--- src/rtl/reg_dest_pkg.sv ---
// Shared definitions for the register-destination select stage:
// code classes, the fixed constant table and its code range.
package reg_dest_pkg;

  localparam int unsigned SEL_PASS  = 0;
  localparam int unsigned SEL_MAX   = 11;
  localparam int unsigned NUM_CONST = 11;

  typedef enum logic [1:0] {
    SEL_K_PASS,
    SEL_K_CONST,
    SEL_K_ERR
  } sel_kind_t;

  function automatic sel_kind_t sel_kind(input int unsigned code);
    if (code == SEL_PASS)
      return SEL_K_PASS;
    else if (code <= SEL_MAX)
      return SEL_K_CONST;
    else
      return SEL_K_ERR;
  endfunction

  // Table entry for code 1..NUM_CONST; anything else reads as zero.
  function automatic logic [15:0] const_val(input int unsigned code);
    logic [15:0] v;
    case (code)
      1:       v = 16'd0;
      2:       v = 16'd1;
      3:       v = 16'd2;
      4:       v = 16'd3;
      5:       v = 16'd4;
      6:       v = 16'd6;
      7:       v = 16'd7;
      8:       v = 16'd8;
      9:       v = 16'd9;
      10:      v = 16'd15;
      11:      v = 16'd5;
      default: v = '0;
    endcase
    return v;
  endfunction

endpackage

--- src/rtl/reg_dest_sel_stage_skid_buffer.sv ---
// Generic 2-entry valid/ready register slice: a main output register
// plus one skid register that absorbs a beat accepted during a stall.
module skid_buffer #(
  parameter int unsigned W = 17
) (
  input  logic         clk,
  input  logic         rst_n,
  input  logic         in_valid,
  output logic         in_ready,
  input  logic [W-1:0] in_data,
  output logic         out_valid,
  input  logic         out_ready,
  output logic [W-1:0] out_data
);

  logic         main_valid_q, main_valid_d;
  logic         skid_valid_q, skid_valid_d;
  logic [W-1:0] main_q, main_d;
  logic [W-1:0] skid_q, skid_d;
  logic         accept;
  logic         emit;

  assign in_ready  = !skid_valid_q;
  assign out_valid = main_valid_q;
  assign out_data  = main_q;
  assign accept    = in_valid & in_ready;
  assign emit      = main_valid_q & out_ready;

  // Skid only fills when main is full and not draining, so while it is
  // occupied in_ready is low and the only legal move is skid -> main.
  always_comb begin
    main_valid_d = main_valid_q;
    skid_valid_d = skid_valid_q;
    main_d       = main_q;
    skid_d       = skid_q;
    if (skid_valid_q) begin
      if (emit) begin
        main_d       = skid_q;
        skid_valid_d = 1'b0;
      end
    end else if (accept) begin
      if (!main_valid_q || emit) begin
        main_d       = in_data;
        main_valid_d = 1'b1;
      end else begin
        skid_d       = in_data;
        skid_valid_d = 1'b1;
      end
    end else if (emit) begin
      main_valid_d = 1'b0;
    end
  end

  always_ff @(posedge clk or negedge rst_n) begin
    if (!rst_n) begin
      main_valid_q <= 1'b0;
      skid_valid_q <= 1'b0;
      main_q       <= '0;
      skid_q       <= '0;
    end else begin
      main_valid_q <= main_valid_d;
      skid_valid_q <= skid_valid_d;
      main_q       <= main_d;
      skid_q       <= skid_d;
    end
  end

endmodule

--- src/rtl/reg_dest_sel_stage.sv ---
// Pipelined register-destination select: resolves a selection code to the
// pass-through word or a table constant, flags and counts illegal codes.
module reg_dest_sel_stage
  import reg_dest_pkg::*;
#(
  parameter int unsigned DATA_W = 16,
  parameter int unsigned SEL_W  = 4,
  parameter int unsigned CNT_W  = 8
) (
  input  logic              Clk,
  input  logic              Rst_n,
  input  logic              In_Valid,
  output logic              In_Ready,
  input  logic [DATA_W-1:0] Input,
  input  logic [SEL_W-1:0]  Selection,
  output logic              Out_Valid,
  input  logic              Out_Ready,
  output logic [DATA_W-1:0] Output,
  output logic              Out_SelErr,
  output logic              Sel_Error,
  output logic [CNT_W-1:0]  Err_Count,
  input  logic              Err_Clr
);

  typedef struct packed {
    logic [DATA_W-1:0] data;
    logic              err;
  } payload_t;

  payload_t   sel_res;
  payload_t   out_res;
  sel_kind_t  kind;
  logic       accept_err;

  logic             sel_error_q, sel_error_d;
  logic [CNT_W-1:0] err_cnt_q, err_cnt_d;

  always_comb begin
    kind    = sel_kind(32'(Selection));
    sel_res = '0;
    unique case (kind)
      SEL_K_PASS:  sel_res.data = Input;
      SEL_K_CONST: sel_res.data = DATA_W'(const_val(32'(Selection)));
      SEL_K_ERR:   sel_res.err  = 1'b1;
      default:     sel_res      = '0;
    endcase
  end

  skid_buffer #(
    .W($bits(payload_t))
  ) u_skid (
    .clk      (Clk),
    .rst_n    (Rst_n),
    .in_valid (In_Valid),
    .in_ready (In_Ready),
    .in_data  (sel_res),
    .out_valid(Out_Valid),
    .out_ready(Out_Ready),
    .out_data (out_res)
  );

  assign Output     = out_res.data;
  assign Out_SelErr = out_res.err;
  assign accept_err = In_Valid & In_Ready & sel_res.err;

  // Clear is applied before the increment so a same-cycle error counts as one.
  always_comb begin
    sel_error_d = Err_Clr ? 1'b0 : sel_error_q;
    err_cnt_d   = Err_Clr ? '0 : err_cnt_q;
    if (accept_err) begin
      sel_error_d = 1'b1;
      if (err_cnt_d != '1)
        err_cnt_d = err_cnt_d + CNT_W'(1);
    end
  end

  always_ff @(posedge Clk or negedge Rst_n) begin
    if (!Rst_n) begin
      sel_error_q <= 1'b0;
      err_cnt_q   <= '0;
    end else begin
      sel_error_q <= sel_error_d;
      err_cnt_q   <= err_cnt_d;
    end
  end

  assign Sel_Error = sel_error_q;
  assign Err_Count = err_cnt_q;

endmodule

--- config.mk ---
export PLATFORM = sky130hd
export DESIGN_NAME = reg_dest_sel_stage
export DESIGN_NICKNAME = d
export VERILOG_FILES = /design/src/rtl/reg_dest_pkg.sv /design/src/rtl/reg_dest_sel_stage_skid_buffer.sv /design/src/rtl/reg_dest_sel_stage.sv
export SDC_FILE = /design/constraint.sdc
export NUM_CORES = 1
export LEC_CHECK = 0
export ABC_AREA = 0
export CAP_MARGIN = 25
export CORE_MARGIN = 5
export CORE_UTILIZATION = 45
export DETAILED_ROUTE_END_ITERATION = 12
export PLACE_DENSITY = 0.74
export SYNTH_ARGS = -nofsm -noshare
export SYNTH_HDL_FRONTEND = slang
export SYNTH_SLANG_ARGS = --single-unit
--- constraint.sdc ---
create_clock -name Clk -period 1.9 [get_ports Clk]
set_clock_uncertainty 0.15 [all_clocks]
set_input_delay 0.38 -clock Clk [delete_from_list [all_inputs] [get_ports Clk]]
set_output_delay 0.38 -clock Clk [all_outputs]
set_load 0.005 [all_outputs]
# Word-level counts from Yosys, hierarchy flattened
# Memory sizes are Yosys's and may differ from the RTL's.
# Index checks and enable logic that the tools add are counted.
# totals
reg_bits,45
rom_bits,64
input_bits,25
elab_cells,51
n_memories,1
# memory_table
name,depth,width,read_ports,rd_ports_with_merged_regs,wr,line_no,source
(no name shown),16,4,1,0,0,reg_dest_pkg.sv:27,case (code)
# classes
n_addsub,1
magnitude_cmp,1
eq_ne,5
n_mux,20
n_bitwise,5
n_reduce_logical,12
# op_table
operator,count
$mux W17,4
$pmux W16 S2,1
$mux W8,3
$mux W1,10
$reduce_and A3 Y1,3
$add A8 B1 Y8 const B,1
$ne A8 B8 Y1 const B,1
$reduce_bool A2 Y1,4
$le A4 B4 Y1 const B,1
$logic_not A4 Y1,1
$mux W2,2
$ne A2 B2 Y1 const B,2
$and A1 B1 Y1,3
$eq A2 B1 Y1 const B,1
$eq A2 B2 Y1 const B,1
$logic_not A1 Y1,2
$logic_not A2 Y1,1
$not A1 Y1,2
$logic_or A1 B1 Y1,1

# Logic depth before layout (Yosys ltp)
# Gate-level depths: netlist (run 1).
# depth
ltp_word,8
mapped_depth,8
ltp_nobuf,6

# Modules after synthesis
# From an unflattened synthesis (run 1), not the netlist that was laid out.
# unflattened
hier_cells,188
area_unflattened_um2,2337.2
# by_module_without_submodules
module,instances,cells_per_inst,area_per_inst_um2,seq_area_each_um2
skid_buffer,1,101,1581.5,900.9
reg_dest_sel_stage,1,87,755.7,225.2

# Least setup slack after synthesis (run 1)
# OpenSTA, ideal clock, no wires.
# synth_timing
kind,input -> register
start,in Err_Clr
end,reg err_cnt_q[6] (netlist: Err_Count[6])
arrival_ns,1.572
t_required_ns,1.656
path_slack_ns,0.084
stages,7
n_path_buf,1
cell_sequence,clkbuf_1 -> nor2b_1 -> ha_1 -> nand4b_1 -> nor2_1 -> a31oi_1 -> a211oi_1
# synth_between
elab_chain_len,4
word_cells_on_any_way,5
cone_classes,add/sub (1); eq/ne (1); mux (3)
# synth_lines
item,line_no,source
from (decl),reg_dest_sel_stage.sv:22,input logic Err_Clr
$mux W8 (*),reg_dest_sel_stage.sv:69,err_cnt_d = Err_Clr ? '0 : err_cnt_q;
$add A8 B1 Y8 or $ne A8 B8 Y1 (tied branches),"reg_dest_sel_stage.sv:73, reg_dest_sel_stage.sv:72",
$mux W8,reg_dest_sel_stage.sv:72,if (err_cnt_d != '1)
$mux W8 (*),reg_dest_sel_stage.sv:70,if (accept_err) begin
net err_cnt_d[6],reg_dest_sel_stage.sv:36,"logic [CNT_W-1:0] err_cnt_q, err_cnt_d;"
to (signal assigned),reg_dest_sel_stage.sv:83,err_cnt_q <= err_cnt_d;
to (decl),reg_dest_sel_stage.sv:36,
# The timed path passes the listed nets; every way through them passes the cells marked *.
# A chain may end at the register's enable or synchronous reset.

# Final worst setup path (run 1)
# layout_timing
start,reg u_skid.skid_valid_q
end,out In_Ready
# layout_between
elab_chain_len,1
# layout_lines
item,line_no,source
from (decl),reg_dest_sel_stage_skid_buffer.sv:17,"logic skid_valid_q, skid_valid_d;"
from (signal assigned),reg_dest_sel_stage_skid_buffer.sv:62,skid_valid_q <= skid_valid_d;
$logic_not A1 Y1,reg_dest_sel_stage_skid_buffer.sv:23,assign in_ready = !skid_valid_q;
to (decl),reg_dest_sel_stage.sv:13,"output logic In_Ready,"
# No other way between the ends.

==> results.json, run 1 <==
{
  "outcome": "finished, final reports clean",
  "critPathLaunchType": "register",
  "met1_routing_resource_usage_after_global_routing_pct": 22.08,
  "first_global_vias": 1854,
  "grt_first_pass_wirelength_mm": 8.438,
  "placed_cells_incl_taps": 378,
  "hp-class": "input port to async pin",
  "groute.usage.overall_pct": 16.58,
  "critical_path.endpoint_type": "primary output",
  "power.sequential.fraction_pct": 39.6,
  "yosysMostFrequentCell": "nand2_1",
  "finalMaxSlewViolations": 0,
  "wl_per_cell_um": 12.64,
  "final_wtd_congestion": 0.7798,
  "drc": 0,
  "multi_input_comb_area_um2": 1016,
  "ir_drop_worst_vdd_mv": 0.6198,
  "pint_mw": 2.427,
  "tritoncts_num_sinks": 45,
  "net-switching-power_mw": 1.107,
  "syn-mean-instance-area_um2": 8.969,
  "swShare_pct": 31.33,
  "timing.setup.critical_path_class": "register to primary output",
  "setup.reg_to_reg.worst_slack_ps": 180,
  "fmax_mhz": 546.6,
  "worst-endpoint-required_ps": 1370,
  "final_cell_count_no_fill": 389,
  "yosysTopAreaCellShare_pct": 50.42,
  "ant_nets": 0,
  "post_route_cells_drive_above_1_share_pct": 15.84,
  "ys_dominant_reg_cell": "dfrtp_1",
  "max_cap_violations": 0,
  "clock_power_share_pct": 21.0,
  "sequential_fraction_of_the_synthesis_area_pct": 50.42,
  "number_of_antenna_violations_at_the_first_check_in_global_routing": 0,
  "via_count": 1978,
  "cp_slowest_stage_delay_ps": 510,
  "synth.ff_latch_count": 45,
  "ios": 53,
  "power.static_leakage_nw": 1.310,
  "clock_tree.root_cell": "clkbuf_8",
  "dp.final_hpwl_mm": 3.543,
  "area_delta_synth_final_pct": 39.89,
  "layout_min_cycle_time_ps": 1830,
  "slew-limit-headroom_pct": 63.00,
  "port-buffer-count": 52,
  "rows": 25,
  "post-synth-top-area-cell": "dfrtp_1",
  "syn_inst": 249,
  "cts_buffer_depth": 2,
  "initial_core_util_pct": 46.67,
  "cpMaxStageDelayCell": "clkdlybuf4s50_1",
  "cts_inserted_buffers": 5,
  "portion_of_the_clock_cycle_consumed_by_the_worst_path_in_the_final_layout_pct": 96.30,
  "number_of_distinct_library_cells_after_synthesis": 34,
  "routed_via_density": 5.085,
  "nFillCells": 390,
  "yosysWarnings": 0,
  "crit_chain": "inv_2 > clkdlybuf4s50_1",
  "die_w_um": 80.45,
  "critPathBufInv": 2,
  "drt-initial-drc-count": 116,
  "yosys-top-cells-count": "48 x nand2_1, 45 x dfrtp_1, 21 x nor2_1, 19 x o21ai_0",
  "grt_overflow_total": 0,
  "total_power_mw": 3.534,
  "grt.busiest_layer": "met2",
  "worstMarginPinSlew_ps": 555.1,
  "die_height_um": 80.45,
  "finalHoldWorstSlack_ps": 13.34,
  "grtUsageMet2_pct": 26.82,
  "critical_path.max_fanout": 3,
  "grt_max_degree": 46,
  "net_count_after_synthesis": 278,
  "ys_async_sr_fraction_pct": 100.0,
  "ff_latch_area_um2": 1129,
  "fin_hold_viols": 0,
  "synth_top_cells_by_area": "dfrtp_1 50%, nand2_1 8.1%, o21ai_0 4.3%",
  "holdBufCountCts": 0,
  "clock_tree_from_tritoncts": "built",
  "n_antenna_cell": 0,
  "path_delay_family": "buffers and inverters",
  "final_area_um2": 3124,
  "die_area_um2": 6472,
  "floorplan.core_area_um2": 4786,
  "cts_max_level": 2,
  "nets": 350,
  "global_route.usage.met3_pct": 4.484,
  "wirelength_mm": 4.917,
  "power_density_nw_per_um2": 1131,
  "number_of_enable_type_register_cells_in_the_synthesized_netlist": 0,
  "firstDrtPassIters": 4,
  "postPlaceCellArea_um2": 2953,
  "power_frac_comb_pct": 39.4,
  "clk-insertion-delay-late_ps": 290,
  "cp.arrival_ps": 1300,
  "synthesis.area_um2": 2233,
  "cts.clk_slew.worst_paths_ps": 80,
  "finalSetupViolCount": 0
}
[power by group through the flow]
| stage | combinational [mW] | sequential, mW | clock, mW |
|---|---|---|---|
| after floorplan | 0.683 | 1.42 | 0 |
| after global placement | 1.35 | 1.42 | 0 |
| after detailed placement | 1.37 | 1.43 | 0 |
| after CTS | 1.40 | 1.40 | 0.761 |
| after global routing | 1.57 | 1.45 | 0.800 |
| final | 1.39 | 1.40 | 0.741 |
[state kept, by name (all words and copies together), names as in the netlist]
register	count
u_skid.skid_valid_q	1
Sel_Error	1
u_skid.out_data	17
u_skid.skid_q	17
u_skid.out_valid	1
Err_Count	8
[kinds of logic (layout without fill, tap and decap cells)]
kind of cell | after synthesis | in the layout | synth area share (%)
and+or+nand+nor | 112 | 112 | 24.26
AOI/OAI and AO/OA | 59 | 59 | 15.91
DFF | 45 | 45 | 50.42
buffers and inverters | 25 | 98 | 5.434
adders and majority gates | 4 | 4 | 2.241
xor gates and xnor gates | 2 | 2 | 0.7845
muxes | 2 | 2 | 0.9524
[through the flow]
step | worst slack (ps) | TNS, ps | utilization, %
after floorplan | 83.90 | 0 | -
after global placement | -199.2 | -5942 | 61.70
after detailed placement | -235.3 | -7424 | 61.70
after CTS | 43.77 | 0 | 64.31
after global routing | -19.45 | -25.78 | 65.28
final | 70.36 | 0 | 65.28
[layer usage]
metal	wire length [µm]	part of all wire [%]
met1	2206	45
met2	2295	47
met3	375	7.6
met4	40	0.81
met5	0	0
[final cells by class]
cell class              count  area share [%]
clock buffers               7           2.763
clock inverters             1          0.9612
inverters                   9           1.081
multi-input cells         179           32.52
flip-flops and latches     45           36.12
well taps                  67           2.683
repair buffers             81           23.87
[path summary, 6_finish.rpt]
check | start | to | cells past startpoint
setup / recovery | u_skid.skid_valid_q | In_Ready | 2
hold / removal | Rst_n | u_skid.out_data[6] | 2
setup reg to reg | Err_Count[0] | Err_Count[1] | 5
hold reg to reg | u_skid.skid_q[2] | u_skid.skid_q[2] | 2
max in group asynchronous | Rst_n | u_skid.skid_valid_q | 2
min in group Clk | u_skid.skid_q[2] | u_skid.skid_q[2] | 2
[what timing repair did]
item | in CTS | in global routing
setup buffers | 1 | 2
setup endpoints to repair | 1 | 29
gates resized for setup | 2 | 10
pin swaps | 0 | 1
[layout by cell type, fill, tap and decap left out, types with 6 or more instances in the layout]
master,n
a31oi_1,15
clkbuf_8,6
buf_4,28
o21ai_0,19
inv_1,8
nand2_1,48
clkdlybuf4s50_1,51
dfrtp_1,43
a21oi_1,10
nor2_1,20
nand3_1,15
Note: power is estimated with default switching activity, not from simulation.
==> run 2: changes to the inputs <==
--- a/config.mk
+++ b/config.mk
@@ -9,7 +9,9 @@
 export CAP_MARGIN = 25
 export CORE_MARGIN = 5
 export CORE_UTILIZATION = 45
+export CTS_CLUSTER_SIZE = 14
 export DETAILED_ROUTE_END_ITERATION = 12
+export GPL_ROUTABILITY_DRIVEN = 0
 export PLACE_DENSITY = 0.74
 export SYNTH_ARGS = -nofsm -noshare
 export SYNTH_HDL_FRONTEND = slang
==> results of run 2 <==
No change in the layout: final DEF, timing and power equal those of run 1.
==> run 3: changes to the inputs <==
--- a/config.mk
+++ b/config.mk
@@ -7,12 +7,13 @@
 export LEC_CHECK = 0
 export ABC_AREA = 0
 export CAP_MARGIN = 25
-export CORE_MARGIN = 5
+export CORE_MARGIN = 2
 export CORE_UTILIZATION = 45
 export CTS_CLUSTER_SIZE = 14
 export DETAILED_ROUTE_END_ITERATION = 12
 export GPL_ROUTABILITY_DRIVEN = 0
 export PLACE_DENSITY = 0.74
+export SKIP_LAST_GASP = 1
 export SYNTH_ARGS = -nofsm -noshare
 export SYNTH_HDL_FRONTEND = slang
 export SYNTH_SLANG_ARGS = --single-unit
==> results.json, run 3 (synthesis gave the netlist of run 1 again) <==
{
  "outcome": "finished, final reports clean",
  "first_global_vias": 1759,
  "critical_path.max_fanout": 2,
  "placed_cells_incl_taps": 379,
  "grt_max_degree": 46,
  "finalMaxSlewViolations": 0,
  "critical_path.endpoint_type": "primary output",
  "drt-initial-drc-count": 105,
  "worstMarginPinSlew_ps": 566.9,
  "grt_first_pass_wirelength_mm": 8.135,
  "clock_tree.root_cell": "clkbuf_8",
  "port-buffer-count": 52,
  "layout.cells.most_common_list": "50 x clkdlybuf4s50_1, 48 x nand2_1, 44 x dfrtp_1, 26 x buf_4, 21 x nor2_1",
  "ant_nets": 0,
  "drc": 0,
  "groute.usage.overall_pct": 18.97,
  "routed_via_density": 5.067,
  "final_cell_count_no_fill": 387,
  "nFillCells": 424,
  "wirelength_mm": 4.747,
  "finalSetupViolCount": 0,
  "tritoncts_num_sinks": 45,
  "wl_per_cell_um": 12.27,
  "cts_buffer_depth": 2,
  "rows": 25,
  "post_route_cells_drive_above_1_share_pct": 14.06,
  "clock_tree_from_tritoncts": "built",
  "n_antenna_cell": 0,
  "fmax_mhz": 543.6,
  "area_delta_synth_final_pct": 39.05,
  "die_height_um": 74.45,
  "postPlaceCellArea_um2": 2973,
  "preCtsSetupSlack_ps": -275.1,
  "cp.arrival_ps": 1310,
  "portion_of_the_clock_cycle_consumed_by_the_worst_path_in_the_final_layout_pct": 96.81,
  "fin_hold_viols": 0,
  "layout_min_cycle_time_ps": 1839,
  "die_area_um2": 5543,
  "worst-endpoint-required_ps": 1370,
  "final_core_util_pct": 65.32,
  "mostFrequentLayoutCell": "clkdlybuf4s50_1",
  "power.static_leakage_nw": 1.314,
  "number_of_antenna_violations_at_the_first_check_in_global_routing": 0,
  "nets": 349,
  "cts_max_level": 2,
  "final_area_um2": 3105,
  "hp-class": "input port to async pin",
  "clk-insertion-delay-late_ps": 290,
  "grt_overflow_total": 0,
  "final_critical_path_setup_slack_ps": 60.53,
  "critPathLaunchType": "register",
  "cts_inserted_buffers": 5,
  "slew-limit-headroom_pct": 62.21,
  "max_cap_violations": 0,
  "dp.final_hpwl_mm": 3.378,
  "die_w_um": 74.45,
  "floorplan.core_area_um2": 4755,
  "firstDrtPassIters": 4,
  "ir_drop_worst_vdd_mv": 0.7346,
  "initial_core_util_pct": 46.97,
  "finalHoldWorstSlack_ps": 6.013,
  "power_density_nw_per_um2": 1123,
  "timing.setup.critical_path_class": "register to primary output",
  "via_count": 1961,
  "cts.clk_slew.worst_paths_ps": 80,
  "ios": 53
}
-- run 3: path summary, 6_finish.rpt --
check | to | slack, ps | depth (start not counted) | start
worst min-delay path | u_skid.out_data[7] | 6 | 2 | Rst_n
worst max-delay path | In_Ready | 60 | 2 | u_skid.skid_valid_q
worst max register to register | Err_Count[7] | 230 | 5 | u_skid.skid_valid_q
max in group asynchronous | u_skid.skid_valid_q | 1170 | 2 | Rst_n
min in group Clk | Sel_Error | 270 | 2 | Err_Clr
worst min register to register | u_skid.skid_q[2] | 340 | 2 | u_skid.skid_q[2]
-- run 3: what timing repair did --
item                                    4_1_cts  5_1_grt
hold buffers                                  0        0
pin swaps                                     0        0
endpoints found under the hold margin         0        0
setup buffers                                 1        0
gates resized for setup                       1        7
endpoints found under the setup margin        1       27
-- run 3: worst max-delay path, cell delays in order (launching register included) --
cell,delay [ps]
dfrtp_2,430
inv_1,90
clkdlybuf4s50_1,500
-- run 3: through the flow --
step | total power [mW] | TNS (ps)
floorplan | 2.100 | 0
global placement | 2.779 | -5951
global route | 3.750 | -4.184
finish | 3.486 | 0
CTS | 3.531 | 0
detailed placement | 2.817 | -8489
-- run 3: final cells by class --
type	instances	area (µm²)	share of cell area, %
timing repair buffer	80	753.2	24.25
multi-input combinational	179	1003	32.31
sequential	45	1127	36.30
inverter	9	33.78	1.088
clock buffer	5	68.82	2.216
tap	67	83.83	2.699
clock inverter	2	35.03	1.128
-- run 3: where the power goes --
part | leakage (nW) | switching (mW) | internal (mW) | total [mW]
Combinational | 0.674 | 0.640 | 0.761 | 1.40
Sequential | 0.586 | 0.152 | 1.25 | 1.40
Clock | 0.0540 | 0.304 | 0.382 | 0.686
Total | 1.31 | 1.10 | 2.39 | 3.49
-- run 3: layer usage --
metal / track usage, % / routed length [µm]
met1: 25.74 / 2228
met2: 30.68 / 2172
met4: 5.952 / 52
met3: 3.930 / 292
met5: 0 / 0
==> edit 1: new RTL, settings of run 2 <==
Set the parameter `SEL_W` to 3 (it was 4).
--- a/src/rtl/reg_dest_sel_stage.sv
+++ b/src/rtl/reg_dest_sel_stage.sv
@@ -5,5 +5,5 @@
 #(
   parameter int unsigned DATA_W = 16,
-  parameter int unsigned SEL_W  = 4,
+  parameter int unsigned SEL_W  = 3,
   parameter int unsigned CNT_W  = 8
 ) (
Interface: changed (resized Selection); port bits go from 53 to 52. The function was not compared with the original's and may differ.
==> edit 1 against run 2 <==
- worst hold slack better by 0.31 ns
- sequential cell count shrank 11
- synthesized area shrank 20%
- cell count fell by 31%
- non-clock buffer count shrank 26
- cell area is 23% lower
- routed wire length down 26%
- sequential power down 22%
- count of clock-buffer cells in the layout down 1
- utilization shrank 0.88 points
- total power shrank 13%
- sequential share of layout area decreased by 0.78 points
- combinational power decreased by 17%
- setup slack got worse by 0.019 ns
==> edit 1: results (changes against run 2) <==
Setup path
The depth of the worst register-to-register path was 4 (-1). The startpoint identified for the worst register-to-register timing path is u_skid.skid_valid_q. The endpoint of the most critical register-to-register path is u_skid.out_data[9]. The highest cell delay on the worst timing path is 0.49 ns (-0.02 ns). The largest fanout on the critical path came to 6 (+3). The minimum setup slack among reg-to-reg paths was 0.23 ns (+0.05 ns). The arrival time at the worst endpoint is 1.32 ns (+0.02 ns).

Yosys
The post-synthesis instance total is 172 (-31%). In the synthesized netlist, the cells that appear most often are sky130_fd_sc_hd__dfrtp_1 (34), sky130_fd_sc_hd__nand2_1 (29), sky130_fd_sc_hd__o31ai_1 (21), sky130_fd_sc_hd__inv_1 (16), sky130_fd_sc_hd__buf_4 (10). The sequential element share of the synthesized area is 47.9% (-2.6 points). The async set or reset register ratio after synthesis came to 100% (unchanged). The number of library cell types mapped by synthesis is 33 (-2.9%). The cell area after synthesis came to 0.00178 sq mm (-20%). Ranked by total cell area, the synthesized netlist is headed by sky130_fd_sc_hd__dfrtp_1 (48%), sky130_fd_sc_hd__o31ai_1 (8.9%), sky130_fd_sc_hd__nand2_1 (6.1%).

Clocking
The register clock-pin slew on the reported worst setup and hold paths is 0.07 ns. The clock buffer count from CTS is 5 (unchanged). The root buffer selected by CTS is sky130_fd_sc_hd__clkbuf_8. The H-tree depth reported by CTS is 2 (unchanged). The number of buffers inserted by post-CTS setup repair is 0 (-1).

GRT
The global routing met1 resource utilization came to 18.2% (-3.9 points). The met2 usage in global routing is 25.5% (-1.4 points). The maximum number of pins on one net before global-route repair came to 35 (-24%). The global routing usage on met3 came to 3.58% (-0.90 points). The total global routing track utilization was 14.8% (-1.8 points).

Layout
The number of inserted diodes was 0 (unchanged). The layout clock buffer count is 6 (-1). The register share of the cell area is 35.3% (-0.78 points). The final standard cell count with taps included and fillers excluded is 270 (-31%). The number of combinational gates with multiple inputs came to 109 (-39%). The portion of the layout cell area used by clock cells is 5.92% (+2.2 points). The multi-input gate share of the layout cell area is 31.3% (-1.2 points). The growth of design area from synthesis to finish is 35.6%.

The buffer count excluding the clock tree in the final layout is 55 (-32%). The non-clock inverter total of the final layout is 16 (+7). The number of flip-flops and latches is 34 (-24%). The number of nets in the layout is 245 (-30%). The layout buffering overhead excluding clock cells came to 22.3% (-1.6 points). The number of inserted filler cells in the final layout is 335 (-14%).

Placed design
The placed instance area came to 0.00226 sq mm (-23%). The count of buffers from port buffering came to 40 (-23%). The cell count after placement is 262 (-31%). The final HPWL from detailed placement came to 2660 microns (-25%).

Detailed routing
The overall via count from detail_route is 1382 (-30%). The met3 wire length is 235 microns (-37%). The routed metal-1 wirelength came to 1590 microns (-28%). The wire length on met2 is 1780 microns (-22%).

The number of violations reported at the end of detailed-routing iteration 0 came to 57 (-51%). The total detailed-routing wirelength is 3650 microns (-26%).

Pwr
The peak ir drop on the vdd network is 0.000634 V (+2.2%). The leakage power of the design came to 0.00110 uW (-16%).

Run status
The flow ran to the end, and the final reports show no timing, DRC or antenna violations.

Timing
The final hold slack is 0.328 ns (+0.315 ns). The clock period minus worst slack is 1.85 ns (+0.0189 ns).
## edit 1: cell types whose count changed in the layout (fill, tap and decap cells not counted), moves of 7 or more
cell	change
sky130_fd_sc_hd__conb_1	+10
sky130_fd_sc_hd__nand2_1	-19
sky130_fd_sc_hd__nand3_1	-15
sky130_fd_sc_hd__a31oi_1	-15
sky130_fd_sc_hd__clkdlybuf4s50_1	-11
sky130_fd_sc_hd__buf_4	-15
sky130_fd_sc_hd__o21ai_0	-17
sky130_fd_sc_hd__nor2_1	-19
sky130_fd_sc_hd__a21oi_1	-7
sky130_fd_sc_hd__o31ai_1	+21
sky130_fd_sc_hd__dfrtp_1	-10
sky130_fd_sc_hd__o31ai_2	+7
sky130_fd_sc_hd__inv_1	+7
## edit 1: what timing repair did
item	in CTS	in global routing
pin swaps	0	0
gates resized for setup	1	2
endpoints found under the setup margin	1	1
## edit 1: worst max path at each step
stage / from / to / cells after the start
after floorplan: u_skid.skid_valid_q / u_skid.out_data[10] / 5
after global placement: Selection[1] / u_skid.out_data[9] / 5
after detailed placement: Selection[1] / u_skid.out_data[7] / 5
after CTS: u_skid.skid_valid_q / In_Ready / 2
after global routing: u_skid.skid_valid_q / In_Ready / 2
final: u_skid.skid_valid_q / In_Ready / 2
## edit 1: where the power goes
group	internal [uW]	switching, uW	leakage (uW)
sequential	947	144	0.000449
clock	560	263	0.0000714
combinational	641	513	0.000583
total	2150	920	0.00110
## edit 1: cell families (layout without fill, tap and decap cells)
kind of cell    Yosys count  in the layout  synth area share (%)
simple gates             42             42                  11.5
buf+inv                  38             79                  11.5
flops                    34             34                  47.9
compound gates           43             43                  20.1
other cells               1             10                 0.211
mux                      14             14                  8.80
==> edit 2: new RTL, flow settings as in run 2 <==
Without the edit above. Reset style: synchronous (`Rst_n` and `rst_n`), changed in 2 clocked blocks.
--- a/src/rtl/reg_dest_sel_stage_skid_buffer.sv
+++ b/src/rtl/reg_dest_sel_stage_skid_buffer.sv
@@ -52,5 +52,5 @@
   end
 
-  always_ff @(posedge clk or negedge rst_n) begin
+  always_ff @(posedge clk) begin
     if (!rst_n) begin
       main_valid_q <= 1'b0;
--- a/src/rtl/reg_dest_sel_stage.sv
+++ b/src/rtl/reg_dest_sel_stage.sv
@@ -75,5 +75,5 @@
   end
 
-  always_ff @(posedge Clk or negedge Rst_n) begin
+  always_ff @(posedge Clk) begin
     if (!Rst_n) begin
       sel_error_q <= 1'b0;
Function: differs if Rst_n is asserted again (counterexample within 4 cycles, from zero or initial values and one cycle with Rst_n low); with Rst_n held inactive, the same outputs for 10 cycles.
==> edit 2 against run 2 <==
- die area down 4.0%
- worst hold slack improved by 0.30 ns
- setup slack worse by 0.0053 ns
- sequential share of layout area shrank 6.1 points
- synthesized area shrank 4.6%
- cell area shrank 3.8%
- sequential cell count stayed put
- routed wire length up 14%
- first-iteration DRC count shrank 35%
- critical path type is now in -> reg
Power is not compared: it rests on default switching activity, and its combinational part moved more than twofold at a synthesized area within 25%.
==> edit 2: results (changes against run 2) <==
Run status
The flow ran to the end, and the final reports show no timing, DRC or antenna violations.

Layout
The buffer count excluding the clock tree in the final layout is 83 (+2.5%). The layout clock buffer count was 5 (-2). The number of nets in the layout is 367 (+4.9%). The number of flip-flops and latches came to 45 (unchanged). The total area of sequential cells is 903 sq um (-20%). The layout buffering overhead excluding clock cells was 25.9% (+2.0 points). The multi-input gate share of the layout cell area is 37.6% (+5.0 points).

The final standard cell count with taps included and fillers excluded is 393 (+1.0%). The number of inserted filler cells in the final layout came to 416 (+6.7%). The ratio of cells with drive above 1 in the final layout is 15.3% (-0.50 points). The number of combinational gates with multiple inputs is 193 (+7.8%).

The final core utilization is 64.5% (-0.82 points). The portion of the layout cell area used by clock cells came to 3.00% (-0.73 points). The non-clock inverter total of the final layout is 10 (+1).

Detailed routing
The wire length on met2 is 2760 microns (+20%). The ratio of routed vias to standard cells is 5.49 (+8.0%). The average wire per cell in the routed design is 14.2 microns (+12%). The number of violations reported at the end of detailed-routing iteration 0 is 75 (-35%).

The met3 wire length is 306 microns (-18%). The routed metal-1 wirelength is 2410 microns (+9.0%).

Setup path
The worst setup path is of the in -> reg kind. The reg-to-reg startpoint is Err_Count[1]. The most critical setup path has its startpoint at In_Valid. The endpoint of the most critical register-to-register path is Err_Count[2].

The minimum setup slack among reg-to-reg paths was 0.12 ns (-0.06 ns). The depth of the worst register-to-register path is 7 (+2).

Placed design
The placed instance area is 0.00289 sq mm (-2.3%). The cell count after placement came to 384 (+1.6%). The final HPWL from detailed placement is 3940 microns (+11%).

Yosys
By area the synthesized netlist is led by sky130_fd_sc_hd__dfxtp_1 (42%), sky130_fd_sc_hd__nand3_1 (7.3%), sky130_fd_sc_hd__nand2_1 (6.3%). The mean area per synthesized cell is 7.98 sq um (-11%). The sequential element share of the synthesized area came to 42.3% (-8.1 points). The async set or reset register ratio after synthesis is 0% (-100 points). The number of library cell types mapped by synthesis came to 42 (+24%). Summed over all instances, the cell type with the most area after synthesis is sky130_fd_sc_hd__dfxtp_1. The synthesized net count came to 296 (+6.5%).

Timing
The clock period minus worst slack is 1.83 ns (+0.00526 ns). The final hold slack is 0.309 ns (+0.296 ns). The slew at the pin with the worst max-slew slack is 0.353 ns (-0.202 ns).

GRT
The maximum number of pins on one net before global-route repair is 33 (-28%). The global routing met1 resource utilization is 20.7% (-1.4 points). The total global routing track utilization is 17.9% (+1.3 points). The met2 usage in global routing is 31.7% (+4.9 points). The via count of the first global-routing pass is 2009 (+8.4%).

Min path
The type of the tightest min-delay check is reg -> reg.

Clocking
The post-cts gate resize count came to 3 (+1).
-- edit 2: cell count changes after synthesis, moves of 3 or more --
cell / delta
sky130_fd_sc_hd__a311oi_1: -3
sky130_fd_sc_hd__nor2b_1: -3
sky130_fd_sc_hd__mux2i_1: +3
sky130_fd_sc_hd__a21oi_1: +15
sky130_fd_sc_hd__a31oi_1: -3
sky130_fd_sc_hd__nand2_1: -12
sky130_fd_sc_hd__nand3_1: +16
sky130_fd_sc_hd__or3_1: +3
sky130_fd_sc_hd__nor2_1: -8
sky130_fd_sc_hd__dfxtp_1: +45
sky130_fd_sc_hd__clkbuf_1: +3
sky130_fd_sc_hd__a211oi_1: -4
sky130_fd_sc_hd__dfrtp_1: -45
-- edit 2: kinds of logic after synthesis --
logic type	after synthesis	synth area share, %
multiplexers	5	2.41
adder cells (fa/ha/maj)	4	2.35
AO/OA/AOI/OAI	74	20.7
XOR/XNOR	1	0.411
buffers and inverters	29	5.81
flip-flops	45	42.3
AND/OR/NAND/NOR	109	26.1
